File: src/rtl/fp4_pkg.sv
// Shared E2M1 (FP4) definitions: operand layout, half-unit magnitude table, FSM states,
// and the quarter-unit fixed-point to E2M1 rounding used by the accumulator and writeback.
package fp4_pkg;

    typedef struct packed {
        logic       sign;
        logic [1:0] exp;
        logic       man;
    } e2m1_t;

    // Magnitude of each {exp,man} code in half-units: 0, .5, 1, 1.5, 2, 3, 4, 6.
    localparam logic [3:0] FP4_MAG_LUT [8] = '{4'd0, 4'd1, 4'd2, 4'd3, 4'd4, 4'd6, 4'd8, 4'd12};

    typedef enum logic [1:0] {
        ACC,
        FLUSH,
        DONE
    } fsm_e;

    // Input is in quarter-units. Breakpoints are the midpoints between representable values;
    // a midpoint goes to the neighbour whose mantissa bit is 0.
    function automatic e2m1_t fixed_to_e2m1(input logic signed [63:0] value);
        logic [63:0] mag;
        logic [2:0]  code;
        mag = value[63] ? -value : value;
        if      (mag <= 64'd1)  code = 3'd0;
        else if (mag == 64'd2)  code = 3'd1;
        else if (mag <= 64'd5)  code = 3'd2;
        else if (mag == 64'd6)  code = 3'd3;
        else if (mag <= 64'd10) code = 3'd4;
        else if (mag <= 64'd13) code = 3'd5;
        else if (mag <= 64'd20) code = 3'd6;
        else                    code = 3'd7;
        // A value that rounds to zero is always returned as +0.
        return '{sign: value[63] && (code != 3'd0), exp: code[2:1], man: code[0]};
    endfunction

endpackage

File: src/rtl/fp4_e2m1_mul.sv
// Single-lane E2M1 x E2M1 multiplier; result is a signed 9-bit value in quarter-units.
module fp4_e2m1_mul
    import fp4_pkg::*;
(
    input  logic [3:0]        a,
    input  logic [3:0]        b,
    output logic signed [8:0] prod
);

    e2m1_t      ea;
    e2m1_t      eb;
    logic [7:0] mag;
    logic       neg;

    assign ea  = a;
    assign eb  = b;
    // half-units x half-units = quarter-units; largest product is 12*12 = 144
    assign mag = 8'(FP4_MAG_LUT[{ea.exp, ea.man}]) * 8'(FP4_MAG_LUT[{eb.exp, eb.man}]);
    // A zero magnitude never carries a sign, so -0 operands behave as 0.
    assign neg  = (ea.sign ^ eb.sign) && (mag != 8'd0);
    assign prod = neg ? -$signed({1'b0, mag}) : $signed({1'b0, mag});

endmodule

File: src/rtl/fp4_dot_accumulator.sv
// Multi-lane FP4 dot-product MAC with a two-stage pipeline and valid/ready result port.
// Build option FP4_ACC_SAT_EN: accumulator saturates on overflow instead of wrapping.
module fp4_dot_accumulator
    import fp4_pkg::*;
#(
    parameter int LANES = 4,
    parameter int ACC_W = 16
) (
    input  logic               i_clk,
    input  logic               i_rst_n,
    input  logic               i_valid,
    output logic               o_ready,
    input  logic [4*LANES-1:0] i_a,
    input  logic [4*LANES-1:0] i_b,
    input  logic               i_last,
    output logic               o_valid,
    input  logic               i_ready,
    output logic [ACC_W-1:0]   o_acc,
    output logic [3:0]         o_fp4,
    output logic               o_ovf
);

    localparam int LSUM_W = 9 + $clog2(LANES);

    logic signed [8:0]        prod [LANES];
    logic signed [LSUM_W-1:0] lane_sum;

    logic                     ready_en;
    logic                     s1_valid;
    logic                     s1_last;
    logic signed [LSUM_W-1:0] s1_sum;
    logic                     closing;

    logic signed [ACC_W-1:0]  acc;
    logic                     ovf;
    logic signed [ACC_W:0]    acc_sum;
    logic signed [ACC_W-1:0]  acc_next;
    logic                     step_ovf;
    e2m1_t                    acc_fp4;

    fsm_e                     state;
    fsm_e                     state_next;
    logic                     accept;
    logic                     consume;

    for (genvar k = 0; k < LANES; k++) begin : g_lane
        fp4_e2m1_mul u_mul (
            .a    (i_a[4*k +: 4]),
            .b    (i_b[4*k +: 4]),
            .prod (prod[k])
        );
    end

    always_comb begin
        lane_sum = '0;
        // NOTE: blocking assignment is intended here; the loop accumulates through lane_sum
        // within a single evaluation, which non-blocking assignment cannot express.
        for (int k = 0; k < LANES; k++) begin
            lane_sum = lane_sum + LSUM_W'(prod[k]);
        end
    end

    // One guard bit above the accumulator exposes signed overflow of each step.
    always_comb begin
        acc_sum  = (ACC_W+1)'(acc) + (ACC_W+1)'(s1_sum);
        step_ovf = acc_sum[ACC_W] != acc_sum[ACC_W-1];
`ifdef FP4_ACC_SAT_EN
        if (step_ovf) begin
            acc_next = acc_sum[ACC_W] ? {1'b1, {(ACC_W-1){1'b0}}} : {1'b0, {(ACC_W-1){1'b1}}};
        end else begin
            acc_next = acc_sum[ACC_W-1:0];
        end
`else
        acc_next = acc_sum[ACC_W-1:0];
`endif
    end

    assign acc_fp4 = fixed_to_e2m1(64'(acc));

    always_ff @(posedge i_clk or negedge i_rst_n) begin
        if (!i_rst_n) begin
            state <= ACC;
        end else begin
            state <= state_next;
        end
    end

    always_comb begin
        // NOTE: every output of this block gets a default before the case so that no path
        // leaves a signal unassigned and no latch is inferred.
        state_next = state;
        o_ready    = 1'b0;
        o_valid    = 1'b0;
        case (state)
            ACC: begin
                o_ready = ready_en;
                if (i_valid && ready_en && i_last) begin
                    state_next = FLUSH;
                end
            end
            FLUSH: begin
                if (closing) begin
                    state_next = DONE;
                end
            end
            DONE: begin
                o_valid = 1'b1;
                if (i_ready) begin
                    state_next = ACC;
                end
            end
            default: state_next = ACC;
        endcase
    end

    assign accept  = i_valid & o_ready;
    assign consume = o_valid & i_ready;

    always_ff @(posedge i_clk or negedge i_rst_n) begin
        if (!i_rst_n) begin
            ready_en <= 1'b0;
            s1_valid <= 1'b0;
            s1_last  <= 1'b0;
            s1_sum   <= '0;
            closing  <= 1'b0;
            acc      <= '0;
            ovf      <= 1'b0;
            o_acc    <= '0;
            o_fp4    <= '0;
            o_ovf    <= 1'b0;
        end else begin
            ready_en <= 1'b1;
            s1_valid <= accept;
            if (accept) begin
                s1_sum  <= lane_sum;
                s1_last <= i_last;
            end
            // closing marks the cycle after S2 folded in the final beat of the dot product.
            closing <= s1_valid & s1_last;
            if (consume) begin
                acc <= '0;
                ovf <= 1'b0;
            end else if (s1_valid) begin
                acc <= acc_next;
                ovf <= ovf | step_ovf;
            end
            if (closing) begin
                o_acc <= acc;
                o_fp4 <= acc_fp4;
                o_ovf <= ovf;
            end
        end
    end

    a_hold_stable: assert property (@(posedge i_clk) disable iff (!i_rst_n)
        (o_valid && !i_ready) |=> ($stable(o_acc) && $stable(o_fp4) && $stable(o_ovf) && o_valid));

    a_no_overlap: assert property (@(posedge i_clk) disable iff (!i_rst_n)
        !(o_valid && o_ready));

endmodule

File: config.mk
export PLATFORM = sky130hd
export DESIGN_NAME = fp4_dot_accumulator
export DESIGN_NICKNAME = d
export VERILOG_FILES = /design/src/rtl/fp4_pkg.sv /design/src/rtl/fp4_e2m1_mul.sv /design/src/rtl/fp4_dot_accumulator.sv
export SDC_FILE = /design/constraint.sdc
export NUM_CORES = 1
export LEC_CHECK = 0
export CAP_MARGIN = 15
export CORE_ASPECT_RATIO = 1.25
export CORE_MARGIN = 2
export CORE_UTILIZATION = 35
export CTS_BUF_LIST = sky130_fd_sc_hd__clkbuf_4 sky130_fd_sc_hd__clkbuf_8
export DETAILED_ROUTE_END_ITERATION = 8
export PLACE_DENSITY = 0.61
export SYNTH_ARGS = -nofsm -noshare
export SYNTH_HDL_FRONTEND = slang
export SYNTH_SLANG_ARGS = --single-unit
File: constraint.sdc
create_clock -name i_clk -period 2.6 [get_ports i_clk]
set_clock_uncertainty 0.1 [all_clocks]
set_input_delay 0.52 -clock i_clk [delete_from_list [all_inputs] [get_ports i_clk]]
set_output_delay 0.52 -clock i_clk [all_outputs]
set_load 0.02 [all_outputs]
After elaboration in Yosys (flattened, before gate mapping)
Memories as Yosys holds them, arrays and structs flattened.
Cells that the tools add are included.
Word-level totals
  input port bits: 37
  flip-flop bits (word level): 55
  ROM bits: 256
  memories: 8
  output and inout bits: 23
  word-level logic and storage cells: 122
Cells by class
  $mul: 4
  mux-type cells: 38
  order comparisons: 13
  $add $sub $neg: 9
  bitwise gates (word level): 16
  reduce and logical (&&, ||, !) cells: 15
  eq/ne operators: 8
Memories
  (no name shown): depth 8, bits a word 4, rd ports 1, clocked after memory_dff 0, wr ports 0, line fp4_e2m1_mul.sv:18  | assign mag = 8'(FP4_MAG_LUT[{ea.exp, ea.man}]) * 8'(FP4_MAG_LUT[{eb.exp, eb.man}]);
  (no name shown): depth 8, bits a word 4, rd ports 1, clocked after memory_dff 0, wr ports 0, line fp4_e2m1_mul.sv:18
  (no name shown): depth 8, bits a word 4, rd ports 1, clocked after memory_dff 0, wr ports 0, line fp4_e2m1_mul.sv:18
  (no name shown): depth 8, bits a word 4, rd ports 1, clocked after memory_dff 0, wr ports 0, line fp4_e2m1_mul.sv:18
  (no name shown): depth 8, bits a word 4, rd ports 1, clocked after memory_dff 0, wr ports 0, line fp4_e2m1_mul.sv:18
  (no name shown): depth 8, bits a word 4, rd ports 1, clocked after memory_dff 0, wr ports 0, line fp4_e2m1_mul.sv:18
  +2 memories
Operator list (count)
  64-bit by 4-bit less-or-equal comparator with 1-bit output (second input constant): 2
  64-bit by 2-bit equality test with 1-bit output (second input constant): 1
  64-bit by 3-bit equality test with 1-bit output (second input constant): 1
  64-bit by 1-bit less-or-equal comparator with 1-bit output (second input constant): 1
  64-bit by 3-bit less-or-equal comparator with 1-bit output (second input constant): 1
  64-bit by 5-bit less-or-equal comparator with 1-bit output (second input constant): 1
  4-bit two-way mux: 16
  64-bit two-way mux: 1
  16-bit negation with 64-bit output: 1
  9-bit two-way mux: 4
  8-bit negation with 9-bit output: 4
  4-bit >= comparator (second input constant): 8
  4-bit by 4-bit multiplier with 8-bit output: 4
  16-bit two-way mux: 2
  3-bit NOT with 4-bit output: 8
  8-bit nonzero test: 4
  16-bit by 11-bit adder with 17-bit output: 1
  3-bit two-way mux: 4
  10-bit by 9-bit adder with 11-bit output: 1
  11-bit by 9-bit adder with 11-bit output: 1
  9-bit by 9-bit adder with 10-bit output: 1
  2-bit two-way mux: 5
  1-bit logical AND: 7
  2-bit inequality test (second input constant): 3
  12 further kinds: 21

Longest topological paths before layout
Gate-level depths: netlist of run 1.
  depth after elaboration: 12
  gate-level depth with buffers: 28

Modules after synthesis
Synthesis of run 1 repeated with hierarchy kept, for this count alone.
Second synthesis, totals
  cells, all modules: 803
  area, all modules: 6975.4 um^2
Modules (own cells, without submodules)
  fp4_dot_accumulator: cells an instance 395, area each 4007.6 um^2, instances 1, seq. area each 1376.3 um^2
  fp4_e2m1_mul: cells an instance 102, area each 742.0 um^2, instances 4, seq. area each 0.0 um^2

Worst setup path after synthesis of run 1
Ideal clock, no wire load.
  kind: input to register
  start: input port i_b[1]
  end: register s1_sum[9]
  setup time: 0.069 ns
  buffers on the path: 0
  stages on the path: 26
  path slack: -4.153 ns
  data arrival time: 6.584 ns
  cells stage by stage: inv_1 -> mux2_2 -> or2_2 -> fa_1 -> inv_1 -> fa_1 -> ha_1 -> a21o_1 -> a21oi_1 -> xor2_1 -> nand2_1 -> o31ai_4 -> mux2_2 -> fa_1 -> inv_1 -> fa_1 -> inv_1 -> ha_1 -> inv_1 -> fa_1 -> nor2b_1 -> o21a_1 -> o21a_1 -> o211ai_1 -> a2111oi_0 -> nand3b_1
On the way
  word-level cells in the longest chain between the ends: 11
  elaborated cells between the ends (all ways): 12
RTL lines
  start, declared: line fp4_dot_accumulator.sv:14  | input logic [4*LANES-1:0] i_b,
  3-bit NOT with 4-bit output (implied by the code) *: line fp4_e2m1_mul.sv:18
  memory 8 x 4 bit *
  4-bit two-way mux (implied by the code) * (2 in a row): line fp4_e2m1_mul.sv:18
  4-bit by 4-bit multiplier with 8-bit output *: line fp4_e2m1_mul.sv:18
  parallel branches: the longest is 2 deep, another holds 8-bit negation with 9-bit output
  9-bit two-way mux *: line fp4_e2m1_mul.sv:21  | assign prod = neg ? -$signed({1'b0, mag}) : $signed({1'b0, mag});
  9-bit by 9-bit adder with 10-bit output *: line fp4_dot_accumulator.sv:59  | lane_sum = lane_sum + LSUM_W'(prod[k]);
  10-bit by 9-bit adder with 11-bit output *: line fp4_dot_accumulator.sv:59
  11-bit by 9-bit adder with 11-bit output *: line fp4_dot_accumulator.sv:59
  end signal, assigned: line fp4_dot_accumulator.sv:135  | s1_sum <= lane_sum;
  end, declared: line fp4_dot_accumulator.sv:31  | logic signed [LSUM_W-1:0] s1_sum;
Mark *: on every way between the ends. The select of a mux whose other input is x is not followed.
A chain may end at the register's enable or synchronous reset.

Worst setup path in the final report of run 1
  start: input port i_a[5]
  end: register s1_sum[9]
On the way
  word-level cells in the longest chain between the ends: 11
  elaborated cells between the ends (all ways): 12
RTL lines
  start, declared: line fp4_dot_accumulator.sv:13  | input logic [4*LANES-1:0] i_a,
  3-bit NOT with 4-bit output (implied by the code) *: line fp4_e2m1_mul.sv:18
  memory 8 x 4 bit *
  4-bit two-way mux (implied by the code) * (2 in a row): line fp4_e2m1_mul.sv:18
  4-bit by 4-bit multiplier with 8-bit output *: line fp4_e2m1_mul.sv:18
  parallel branches: the longest is 2 deep, another holds 8-bit negation with 9-bit output
  9-bit two-way mux *: line fp4_e2m1_mul.sv:21
  9-bit by 9-bit adder with 10-bit output *: line fp4_dot_accumulator.sv:59
  10-bit by 9-bit adder with 11-bit output *: line fp4_dot_accumulator.sv:59
  11-bit by 9-bit adder with 11-bit output *: line fp4_dot_accumulator.sv:59
Marked as above.

==> metrics.yaml, run 1 <==
detailed_routing:
  vias: 6601
  routedWlPerCell_um: 12.3
  drt-vias-per-instance: 4.89
  drt-initial-drc-count: 222
  ant_nets: 0
  first_pass_iters: 4
  drc_errors: 0
  drt_wl_total_um: 16600
cts:
  postCtsHoldBufs: 0
  clkSlewWorstSetupHoldPaths_ps: 100
  clockBufferDepth: 2
  cts_tree: "done"
  cts_made_buffers: 5
  clockRootBuffer: "clkbuf_8"
  clkSinkCount: 55
  cts_max_level: 2
  clk_latency_ps: 320
cells_and_area:
  multi_input_area_mm2: 0.00553
  fin_area_mm2: 0.00989
  layout.nets: 1237
  syn_to_final_growth_pct: 43.8
  n_antenna_cell: 0
  fill_cells: 1837
  drive_gt1_frac: 0.338
  seqCellArea_mm2: 0.00138
timing:
  fmax_mhz: 157
  period_needed_ps: 6380
  grt_setup_unrepaired: "yes"
  setup_tns_ps: -33440
  finalSetupViolations: 10
  slew_violations: 0
  fin_ws_ps: -3780
  fin_crit_sh: 2.45
  hold_violations: 0
die:
  rows: 57
  coreArea_mm2: 0.0193
  fp.dieArea_mm2: 0.0208
  ios: 60
  initial_core_util: 0.356
  die_h_um: 161
  dieWidth_um: 129
synthesis:
  synth_edf_count: 0
  synth-seq-cells: 55
  seq_area_frac_synth: 0.200
  synth_area_leaders: "dfrtp_1, ha_1, fa_1, nor2_1, inv_1"
  synth_top_area_frac: 0.200
  avgSynthCellArea_um2: 8.50
  ys_warn_count: 0
  synthFlopType: "dfrtp_1"
  netlist_area_mm2: 0.00688
  syn_inst: 809
  synth.distinct_cells: 66
  ys_async_sr_fraction: 1.00
  synth_fp_nets: 961
  yosys.area.top_type: "dfrtp_1"
setup_path:
  r2r_slack_ps: 150
  slowest_stage: "fa_2"
  max_stage_delay_ps: 600
  critPathMaxFanout: 2
  critical_path_class: "input pin to flop"
  cp_top_family: "adder cells"
  crit_buf_inv: 7
  cp.required_ps: 2770
  crit_arrival_ps: 6540
  cp_common_cell: "inv_2"
  start_kind: "input pin"
  cp-end-kind: "flop"
outcome:
  status: "complete, but fails checks"
  violations: "setup timing"
power:
  p_per_area_mw_per_mm2: 955
  p_int_uw: 5160
  clkPwrFrac: 0.052
  combPwrFrac: 0.784
  p_total_uw: 9440
  leakage_uw: 0.00476
  switching_share: 0.454
  vdd_ir_drop_max_mv: 0.502
  power_frac_seq: 0.165
  switching_power_uw: 4280
placed_design:
  dp_hpwl_um: 13400
  placed_area_mm2: 0.00935
  routabilityCongestion: 0.845
  portBuffers: 59
global_routing:
  antenna_found_initial: 0
  grt_pass1_vias: 6559
  grt_max_degree: 24
  grt_remaining_overflow: 0
  grt_util_all_layers: 0.163
  grt_pass1_wl_um: 28400
hold_path:
  worstHoldPathType: "input pin to async pin"
flow_run:
  maxCapViolCount: 0
==> cells in the final DEF, fill, tap and decap left out, drive strengths merged, types with 4 or more instances in the layout <==
master,count
buf,230
nor2,91
inv,83
ha,79
nand2,57
dfrtp,55
o21ai,44
a21oi,42
clkdlybuf4s50,40
fa,36
xnor2,34
xor2,25
mux2,25
clkbuf,18
nand2b,17
nand3,15
o21a,15
nor3,13
mux2i,13
or2,13
a21o,12
a31oi,11
a211oi,11
nand3b,10
o21bai,9
nor2b,8
nor4,7
or3,7
o31ai,5
o22ai,4
o211ai,4
o41ai,4
and2,4
nor3b,4
==> metal layers <==
layer,GRT usage,share of wire,up-vias
met5,0,0,-
met2,0.320,0.55,82
met4,0.0356,0.016,0
li1,-,-,3376
met1,0.188,0.42,3125
met3,0.0133,0.019,18
==> repair_timing <==
item | 4_1_cts | 5_1_grt
pin swaps | 49 | 58
endpoints found under the setup margin | 11 | 11
buffers inserted | 25 | 12
gates resized for setup | 61 | 63
==> area by class of cell <==
type / instances / area share
clock buffer: 6 / 0.00772
clock inverter: 2 / 0.00127
inverter: 84 / 0.0337
multi-input combinational: 655 / 0.559
sequential: 55 / 0.139
tap: 265 / 0.0335
timing repair buffer: 284 / 0.226
==> cell usage after synthesis (all sizes together), types with 4 or more instances <==
cell,instances
nor2,91
inv,84
ha,79
nand2,57
dfrtp,55
o21ai,44
a21oi,42
fa,36
xnor2,34
mux2,25
xor2,25
nand2b,17
nand3,15
o21a,15
mux2i,13
nor3,13
or2,13
a21o,12
clkbuf,12
a211oi,11
a31oi,11
nand3b,10
o21bai,9
nor2b,8
nor4,7
or3,7
o31ai,5
and2,4
nor3b,4
o211ai,4
o22ai,4
o41ai,4
==> kinds of logic (layout without fill, tap and decap cells) <==
kind of cell / after synthesis / count (layout) / share of synthesized area
simple gates: 257 / 257 / 0.183
buf+inv: 99 / 376 / 0.0544
fa+ha+maj: 115 / 115 / 0.249
mux: 38 / 38 / 0.0599
xor+xnor: 59 / 59 / 0.0751
flops: 55 / 55 / 0.200
compound gates: 185 / 185 / 0.178
other cells: 1 / 1 / 0.000545
==> sequential cells by signal, summed over array words and instances (netlist names) <==
register / cells
acc: 16
o_acc: 16
s1_sum: 11
o_fp4: 4
state: 2
closing: 1
o_ovf: 1
ovf: 1
ready_en: 1
s1_last: 1
s1_valid: 1
==> power groups by stage <==
stage / clock, uW / sequential [uW] / combinational (uW)
global placement: 0 / 1560 / 6560
global route: 530 / 1620 / 8270
detailed placement: 0 / 1580 / 6670
finish: 487 / 1550 / 7400
floorplan: 0 / 1730 / 4190
CTS: 511 / 1560 / 7010
==> per-stage QoR <==
stage | worst slack [ps] | std cells | hold slack, ps | utilization
after floorplan | -3750 | 809 | 124 | -
after global placement | -4410 | 1311 | 354 | 0.484
after detailed placement | -4540 | 1311 | 357 | 0.484
after CTS | -3770 | 1344 | 19.7 | 0.504
after global routing | -4010 | 1351 | 39.3 | 0.512
final | -3780 | 1351 | 10.5 | 0.512
==> final timing paths <==
path,from,endpoint,depth (start not counted)
worst max-delay path,i_a[5],s1_sum[9],27
worst min-delay path,i_rst_n,acc[15],1
worst max register to register,acc[1],acc[9],8
worst min register to register,s1_last,s1_last,2
max in group asynchronous,i_rst_n,o_acc[11],2
min in group i_clk,s1_last,s1_last,2
Power figures use the tool's default switching activity.
==> run 2: changes to the inputs <==
CTS_BUF_LIST = unset   (was sky130_fd_sc_hd__clkbuf_4 sky130_fd_sc_hd__clkbuf_8)
==> metrics.yaml, run 2 (synthesis results as in run 1) <==
power:
  p_per_area_mw_per_mm2: 1000
  leakage_uw: 0.00476
  vdd_ir_drop_max_mv: 0.599
  p_total_uw: 9900
cts:
  clkSinkCount: 55
  postCtsHoldBufs: 0
  clockBufferDepth: 2
  cts_tree: "done"
  cts_max_level: 2
  clkSlewWorstSetupHoldPaths_ps: 70
  cts_made_buffers: 5
  clockRootBuffer: "clkbuf_16"
  clk_latency_ps: 300
cells_and_area:
  fin_area_mm2: 0.00990
  final_cell_mix: "buf_4, nor2_1, ha_1"
  layout.nets: 1231
  drive_gt1_frac: 0.332
  n_antenna_cell: 0
  final_util: 0.512
  final_common_cell: "buf_4"
  syn_to_final_growth_pct: 44.0
  reg_top3: "acc x16, o_acc x16, s1_sum x11"
  fill_cells: 1826
flow_run:
  maxCapViolCount: 0
placed_design:
  routabilityCongestion: 0.845
  pre_cts_ws_ps: -4540
  placed_area_mm2: 0.00935
  portBuffers: 59
  dp_hpwl_um: 13400
outcome:
  status: "complete, but fails checks"
  violations: "setup timing"
setup_path:
  critical_path_class: "input pin to flop"
  crit_buf_inv: 7
  cp-end-kind: "flop"
  crit_arrival_ps: 6520
  cp_top_family: "adder cells"
  critPathMaxFanout: 2
  max_stage_delay_ps: 600
  cp.required_ps: 2740
  slowest_stage: "fa_2"
  start_kind: "input pin"
  cp_common_cell: "inv_2"
timing:
  finalSetupViolations: 10
  setup_tns_ps: -33380
  slew_violations: 0
  period_needed_ps: 6390
  fin_ws_ps: -3790
  fmax_mhz: 157
  fin_crit_sh: 2.46
  hold_violations: 0
  grt_setup_unrepaired: "yes"
detailed_routing:
  drt_wl_total_um: 16400
  ant_nets: 0
  vias: 6536
  first_pass_iters: 4
  routedWlPerCell_um: 12.2
  drt-vias-per-instance: 4.86
  drt-initial-drc-count: 184
  drc_errors: 0
die:
  initial_core_util: 0.356
  die_h_um: 161
  dieWidth_um: 129
  rows: 57
  coreArea_mm2: 0.0193
  fp.dieArea_mm2: 0.0208
  ios: 60
global_routing:
  grt_max_degree: 24
  grt_remaining_overflow: 0
  grt_pass1_vias: 6570
  grt_util_all_layers: 0.164
  antenna_found_initial: 0
  grt_pass1_wl_um: 28600
hold_path:
  worstHoldPathType: "input pin to async pin"
run 2: routing by layer:
layer / global-route usage / vias to the layer above / share of wire
li1: - / 3362 / -
met1: 0.188 / 3078 / 0.42
met2: 0.323 / 78 / 0.55
met3: 0.0123 / 18 / 0.016
met4: 0.0375 / 0 / 0.016
met5: 0 / - / 0
run 2: repair_timing:
item	CTS	global route
pin swaps	52	62
endpoints found under the setup margin	11	14
resized for setup	68	61
buffers inserted	24	12
run 2: worst paths after layout:
| check | slack, ps | startpoint | cells past startpoint | end |
|---|---|---|---|---|
| max | -3790 | i_a[5] | 27 | s1_sum[9] |
| min | 40 | i_rst_n | 1 | acc[15] |
| max reg2reg | 140 | s1_sum[0] | 8 | ovf |
| min reg2reg | 370 | s1_last | 2 | s1_last |
| max in group asynchronous | 1750 | i_rst_n | 2 | acc[2] |
| min in group i_clk | 370 | s1_last | 2 | s1_last |
run 2: metrics by stage:
stage	instances	hold slack, ps
after floorplan	809	124
after global placement	1311	354
after detailed placement	1311	357
after CTS	1342	60.1
after global routing	1345	84.2
final	1345	42.7
run 2: layout make-up:
type / instances / area [um^2] / area share
Clock buffer: 6 / 129 / 0.0130
Clock inverter: 2 / 12.5 / 0.00126
Inverter: 84 / 333 / 0.0336
Multi-Input combinational cell: 655 / 5510 / 0.557
Sequential cell: 55 / 1380 / 0.139
Tap cell: 265 / 332 / 0.0335
Timing Repair Buffer: 278 / 2210 / 0.223
run 2: worst reg2reg max path, delay by kind of cell, from the launching register on:
family,cells,cell delay [ps]
AND/OR/NAND/NOR,2,520
flip-flops,1,390
adder cells (fa/ha/maj),2,650
AO/OA/AOI/OAI,4,720
run 2: report_power, final:
group	switching [uW]	leakage, uW	internal (uW)
combinational	3760	0.00403	3920
clock	306	0.0000669	356
sequential	312	0.000664	1250
total	4380	0.00476	5520
==> run 3: changes to the inputs <==
RECOVER_POWER = 50   (was unset)
==> metrics.yaml, run 3 (synthesis results as in run 1) <==
cells_and_area:
  final_common_cell: "buf_4"
  drive_gt1_frac: 0.329
  fill_cells: 1832
  final_cell_mix: "buf_4, nor2_1, ha_1"
  layout.nets: 1231
  reg_top3: "acc x16, o_acc x16, s1_sum x11"
  instances_no_fill: 1345
  syn_to_final_growth_pct: 43.8
  n_antenna_cell: 0
die:
  rows: 57
  die_h_um: 161
  coreArea_mm2: 0.0193
  dieWidth_um: 129
  initial_core_util: 0.356
  fp.dieArea_mm2: 0.0208
  ios: 60
placed_design:
  routabilityCongestion: 0.845
  place_inst: 1311
  portBuffers: 59
  dp_hpwl_um: 13400
setup_path:
  cp-end-kind: "flop"
  max_stage_delay_ps: 600
  slowest_stage: "fa_2"
  critPathMaxFanout: 2
  crit_arrival_ps: 6520
  cp_common_cell: "inv_2"
  r2r-start: "s1_sum[0]"
  startpoint: "i_a[5]"
  critical_path_class: "input pin to flop"
  start_kind: "input pin"
  cp.required_ps: 2740
detailed_routing:
  met2WireLength_um: 8960
  drt_wl_total_um: 16400
  drt-initial-drc-count: 177
  wl_met3_um: 265
  top_layer_used: "met4"
  drc_errors: 0
  routedWlPerCell_um: 12.2
  vias: 6530
  ant_nets: 0
  drt-vias-per-instance: 4.86
  wl_met1_um: 6920
  first_pass_iters: 4
cts:
  clkSinkCount: 55
  postCtsHoldBufs: 0
  cts_made_buffers: 5
  clockBufferDepth: 2
  cts_max_level: 2
  clk_latency_ps: 300
  cts_tree: "done"
  clockRootBuffer: "clkbuf_16"
  clkSlewWorstSetupHoldPaths_ps: 70
global_routing:
  antenna_found_initial: 0
  grt_max_degree: 24
  grt_remaining_overflow: 0
  grt_pass1_wl_um: 28600
  grt_pass1_vias: 6570
  grt_util_all_layers: 0.164
power:
  p_per_area_mw_per_mm2: 1000
  switching_power_uw: 4380
  switching_share: 0.442
  power_frac_seq: 0.157
  combPwrFrac: 0.776
  p_total_uw: 9900
  vdd_ir_drop_max_mv: 0.599
  clkPwrFrac: 0.067
  p_int_uw: 5520
  leakage_uw: 0.00475
timing:
  fin_ws_ps: -3790
  finalSetupViolations: 10
  whs_ps: 246
  slew_violations: 0
  hold_violations: 0
  fmax_mhz: 157
  fin_crit_sh: 2.46
  max_slew_margin: 0.206
  period_needed_ps: 6390
  grt_setup_unrepaired: "yes"
  worst_slew_pin_slew_ps: 1190
flow_run:
  maxCapViolCount: 0
outcome:
  violations: "setup timing"
  status: "complete, but fails checks"
hold_path:
  worstHoldPathType: "input pin to async pin"
-- run 3: timing repair --
action,4_1_cts,5_1_grt
cloned,0,0
pin swaps,52,62
endpoints found under the setup margin,11,14
buffers inserted,24,12
resized for setup,68,61
-- run 3: path summary, 6_finish.rpt --
| kind | slack, ps | depth (start not counted) | end |
|---|---|---|---|
| worst max-delay path | -3790 | 27 | s1_sum[9] |
| worst min-delay path | 250 | 1 | acc[15] |
| worst max register to register | 140 | 8 | ovf |
| worst min register to register | 370 | 2 | s1_last |
| max in group asynchronous | 670 | 2 | acc[2] |
| min in group i_clk | 370 | 2 | s1_last |
-- run 3: layout make-up --
| cell class | instances | area, um^2 | share of cell area |
|---|---|---|---|
| multi-input cells | 655 | 5510 | 0.557 |
| repair buffers | 278 | 2200 | 0.222 |
| flip-flops and latches | 55 | 1380 | 0.139 |
| inverters | 84 | 333 | 0.0337 |
| well taps | 265 | 332 | 0.0335 |
| clock buffers | 6 | 129 | 0.0130 |
| clock inverters | 2 | 12.5 | 0.00127 |
-- run 3: per-layer routing --
| layer | GRT usage | up-vias |
|---|---|---|
| met5 | 0 | - |
| met4 | 0.0375 | 0 |
| met3 | 0.0123 | 18 |
| met2 | 0.323 | 76 |
| met1 | 0.188 | 3071 |
| li1 | - | 3365 |
-- run 3: through the flow --
stage	utilization	setup TNS, ps	area (um^2)	setup slack, ps
global placement	0.484	-40130	9350	-4410
floorplan	-	-32240	7040	-3750
global route	0.512	-35340	9890	-4010
detailed placement	0.484	-41220	9350	-4540
CTS	0.507	-34160	9800	-3810
finish	0.512	-33370	9890	-3790
-- run 3: critical path: cells and delay by family --
| kind | cells | cell delay, ps |
|---|---|---|
| multiplexers | 2 | 600 |
| buffers and inverters | 7 | 390 |
| adder cells (fa/ha/maj) | 7 | 3090 |
| AND/OR/NAND/NOR | 6 | 790 |
| AO/OA/AOI/OAI | 5 | 1150 |
-- run 3: power by group through the flow --
stage | clock network, uW | registers (uW) | logic (uW)
2_1_floorplan | 0 | 1730 | 4190
3_3_place_gp | 0 | 1560 | 6560
3_5_place_dp | 0 | 1580 | 6670
4_1_cts | 680 | 1560 | 7250
5_1_grt | 700 | 1620 | 8560
6_report | 663 | 1560 | 7680
